===== src/rtl/imem_fetch.sv =====
// Programmable instruction memory: loader writes in PROG, registered fetch port in RUN.
// Fetch latency 1 cycle; response held while rsp_ready is low, which also gates req_ready.
module imem_fetch #(
  parameter int unsigned         DATA_W    = 8,
  parameter int unsigned         ADDR_W    = 8,
  parameter int unsigned         DEPTH     = 32,
  parameter logic [DATA_W-1:0]   NOP_WORD  = '0,
  parameter                      INIT_FILE = ""
) (
  input  logic              clk,
  input  logic              rst_n,
  input  logic              prog_mode,
  input  logic              ld_en,
  input  logic [ADDR_W-1:0] ld_addr,
  input  logic [DATA_W-1:0] ld_data,
  output logic              ld_err,
  output logic [ADDR_W-1:0] ld_count,
  input  logic              req_valid,
  input  logic [ADDR_W-1:0] req_addr,
  output logic              req_ready,
  output logic              rsp_valid,
  output logic [DATA_W-1:0] rsp_instr,
  output logic              rsp_err,
  input  logic              rsp_ready,
  output logic              in_prog
);

  localparam int unsigned       IDX_W   = (DEPTH > 1) ? $clog2(DEPTH) : 1;
  localparam logic [ADDR_W:0]   DEPTH_W = (ADDR_W+1)'(DEPTH);

  typedef enum logic [1:0] {RUN, DRAIN, PROG} state_t;
  state_t state;

  logic [DATA_W-1:0] mem [DEPTH];

  logic             req_in_range, ld_in_range, ld_ok, accept;
  logic [IDX_W-1:0] req_idx, ld_idx;

  assign req_in_range = ({1'b0, req_addr} < DEPTH_W);
  assign ld_in_range  = ({1'b0, ld_addr} < DEPTH_W);
  assign req_idx      = req_addr[IDX_W-1:0];
  assign ld_idx       = ld_addr[IDX_W-1:0];
  assign ld_ok        = ld_en & (state == PROG) & ld_in_range;
  assign req_ready    = (state == RUN) & (~rsp_valid | rsp_ready);
  assign accept       = req_valid & req_ready;

  // Storage is deliberately outside the reset domain so loaded code survives reset.
  always_ff @(posedge clk) begin
    if (ld_ok) mem[ld_idx] <= ld_data;
  end

  always_ff @(posedge clk or negedge rst_n) begin
    if (!rst_n) begin
      state     <= RUN;
      in_prog   <= 1'b0;
      ld_count  <= '0;
      ld_err    <= 1'b0;
      rsp_valid <= 1'b0;
      rsp_instr <= '0;
      rsp_err   <= 1'b0;
    end else begin
      ld_err <= ld_en & ~ld_ok;
      if (ld_ok) ld_count <= ld_count + 1'b1;

      case (state)
        RUN: begin
          if (prog_mode) begin
            if (rsp_valid) begin
              state <= DRAIN;
            end else begin
              state    <= PROG;
              in_prog  <= 1'b1;
              ld_count <= '0;
            end
          end
        end
        // An already-empty response register counts as drained.
        DRAIN: begin
          if (!prog_mode) begin
            state <= RUN;
          end else if (!rsp_valid || rsp_ready) begin
            state    <= PROG;
            in_prog  <= 1'b1;
            ld_count <= '0;
          end
        end
        PROG: begin
          if (!prog_mode) begin
            state   <= RUN;
            in_prog <= 1'b0;
          end
        end
        default: begin
          state   <= RUN;
          in_prog <= 1'b0;
        end
      endcase

      if (accept) begin
        rsp_valid <= 1'b1;
        rsp_instr <= req_in_range ? mem[req_idx] : NOP_WORD;
        rsp_err   <= ~req_in_range;
      end else if (rsp_ready) begin
        rsp_valid <= 1'b0;
      end
    end
  end

endmodule


===== config.mk =====
export PLATFORM = sky130hd
export DESIGN_NAME = imem_fetch
export DESIGN_NICKNAME = d
export VERILOG_FILES = /design/src/rtl/imem_fetch.sv
export SDC_FILE = /design/constraint.sdc
export NUM_CORES = 1
export LEC_CHECK = 0
export ABC_AREA = 1
export CAP_MARGIN = 20
export CORE_MARGIN = 2
export CORE_UTILIZATION = 35
export CTS_CLUSTER_SIZE = 30
export DETAILED_ROUTE_END_ITERATION = 8
export DONT_BUFFER_PORTS = 1
export PLACE_DENSITY = 0.47
export SLEW_MARGIN = 20
export SYNTH_ARGS = -nofsm -noshare
export SYNTH_HDL_FRONTEND = slang
export SYNTH_SLANG_ARGS = --single-unit
export TNS_END_PERCENT = 100

===== constraint.sdc =====
create_clock -name clk -period 4.5 [get_ports clk]
set_clock_uncertainty 0.05 [all_clocks]
set_input_delay 0.225 -clock clk [delete_from_list [all_inputs] [get_ports clk]]
set_output_delay 0.225 -clock clk [all_outputs]
set_load 0.01 [all_outputs]

==> qor.yml <==
cts_tree: "built"
die-area_um2: 35420
critPathTopFamily: "simple AND/OR/NAND/NOR gates"
dp_cells: 1534
setup_viol: 0
crit_arrival_ps: 3320
grt_setup_unrepaired: "false"
ys.warnings.count: 0
synthFlopType: "edfxtp_1"
reg2reg_slack_ps: 1330
cts_hold_buf: 25
hold_violations: 0
grt_pass1_wl_mm: 47.22
cp_data_required_time_ps: 4650
syn_area_um2: 11870
worstMarginPinSlew_ps: 857.8
min_path_type: "primary input to flop"
core-area_um2: 33450
diodes: 0
p_per_area_nw_per_um2: 432.7
drt-initial-drc-count: 597
die_h_um: 188.2
reg2reg_to: "mem[2][4]"
synth_seq_area_share: 0.6938
layout_min_cycle_time_ps: 3166
syn_avg_cell_area_um2: 10.44
maxSlewViolCount: 0
drt_pass1_iterations: 5
yosys-top-cells-area: "edfxtp_1 (65%), nand2_1 (13%), nand3_1 (7.2%)"
path_clk_slew_ps: 60
slew_headroom: 0.4260
regArea_um2: 8238
grt-ovfl-total: 0
grt_start_max_net_pins: 130
cts-root-buf: "clkbuf_16"
rows: 67
grt_use_total: 0.1770
synth_seq_cells: 278
drt-total-wl_mm: 31.20
drv_cap: 0
fin_setup_tns_ps: 0
die_w_um: 188.2
critical_path.cell_chain: "nand2_2, nor4_4, nand3_1, nor2_1"
viasPerCell: 4.829
vias: 7813
place.port_buffers: 0
synth_edf_count: 256
endpoint_kind: "flop"
start_util: 0.3550
fillers: 3255
h-tree-depth: 1
layout.nets: 1176
ff2ff_path_depth: 4
wl_per_cell_um: 19.28
post-cts-setup-buffers: 0
synth_fp_nets: 1168
min_from: "req_addr[3]"
place_ws_ps: 1357
post-route-drc-count: 0
synthTopCellsByCount: "nand2_1 (425), edfxtp_1 (256), nand3_1 (172)"
finalWorstSetupSlack_ps: 1334
layout-drive-gt1-share: 0.05812
numCtsBuffers: 31
cp_max_fo: 12
worstSkewPairLatency_ps: 570
crit_path_start_kind: "flop"
post_cts_resized: 0
antenna_found_initial: 0
first_global_vias: 7592
synthArstFlopShare: 0.07914
critPathKind: "flop to flop"
leakagePower_nw: 5.390
cts.sinks: 278
dp_hpwl_mm: 17.84
multi_input_area_um2: 3007
hold_depth: 4
synth_top_area_share: 0.6474
cp_slowest_cell: "nor2_1"
synth_cells: 1137
place_congestion: 0.8221
slowest_delay_ps: 760
io_pins: 51
syn_to_final_growth_pct: 14.41
vdd_drop_max_uv: 290.3
worst-path-buf-inv: 0
hold_end: "rsp_instr[7]"
clock.fmax_mhz: 315.9
min_period_over_period: 0.7035
synth_most_common_cell: "nand2_1"
ant_nets: 0
status: "finished clean"
layout.cells.non_filler: 1618
synth_top_cell_by_area: "edfxtp_1"
clock_path_buffers: 3
ys_types: 25
r2r-start: "state[1]"
==> through the flow <==
step           hold slack [ps]    util  power [mW]  area (um2)
5_1_grt                  26.10  0.4062       6.095       13590
3_3_place_gp            -120.1  0.3654       3.291       12220
4_1_cts                  2.616  0.4060       5.938       13580
3_5_place_dp            -120.1  0.3654       3.293       12220
6_report                 13.86  0.4062       5.878       13590
2_1_floorplan           -120.6       -       3.232       11870
==> where the power goes <==
part           switching, mW  total [mW]  internal [mW]
clock                   1.02        2.56           1.54
combinational          0.269       0.392          0.123
sequential            0.0606        2.93           2.86
==> worst max path at each step <==
stage,cells past startpoint,slack [ps],to,from
6_report,4,1330,mem[2][4],state[1]
2_1_floorplan,4,2600,mem[10][0],state[1]
3_3_place_gp,4,1360,mem[26][2],state[1]
5_1_grt,4,1060,mem[14][5],state[1]
4_1_cts,4,1370,mem[22][2],state[1]
3_5_place_dp,4,1360,mem[22][2],state[1]
==> logic make-up (layout without fill, tap and decap cells) <==
kind of cell | Yosys count | count (layout) | synth area share
and+or+nand+nor | 682 | 682 | 0.2414
DFF | 278 | 278 | 0.6938
buffers and inverters | 155 | 188 | 0.05300
AOI/OAI and AO/OA | 16 | 16 | 0.007060
xor gates and xnor gates | 5 | 5 | 0.003689
adders and majority gates | 1 | 1 | 0.001054
==> tightest hold or removal path, stage by stage <==
cell	delay (ps)
nand3_1	60
nand3_1	110
nand3_1	130
nand2_1	60
==> metal layers <==
layer / vias up / wire [um] / global-route usage
li1: 3782 / - / -
met1: 3800 / 14870 / 0.2565
met2: 183 / 13900 / 0.2745
met3: 48 / 1489 / 0.02738
met4: 0 / 939 / 0.05421
met5: - / 0 / 0
==> flip-flops by register name, summed over array words and instances (netlist names) <==
name / cells
state: 2
rsp_err: 1
ld_count: 8
rsp_valid: 1
ld_err: 1
mem: 256
in_prog: 1
rsp_instr: 8
==> layout make-up <==
| cell class | instances | area share |
|---|---|---|
| Clock buffer | 35 | 0.05821 |
| Clock inverter | 23 | 0.01759 |
| Inverter | 101 | 0.02800 |
| Multi-Input combinational cell | 704 | 0.2213 |
| Sequential cell | 278 | 0.6064 |
| Tap cell | 448 | 0.04126 |
| Timing Repair Buffer | 29 | 0.02726 |
==> cells in the final DEF (no fill, tap or decap), types with 2 or more instances in the layout <==
master,instances
nand3_1,172
inv_6,2
nor4_4,3
buf_4,2
xnor2_1,3
buf_12,9
inv_1,98
bufinv_16,5
nand4_1,2
clkinv_1,9
clkinv_2,7
o21ai_0,14
nand2_1,425
dlygate4sd3_1,17
nand2_2,3
clkbuf_1,4
nor2_1,69
dfrtp_1,22
xor2_1,2
clkbuf_16,31
edfxtp_1,256
nor3_1,4
inv_2,2
No activity file was read; power rests on OpenSTA's default activity.
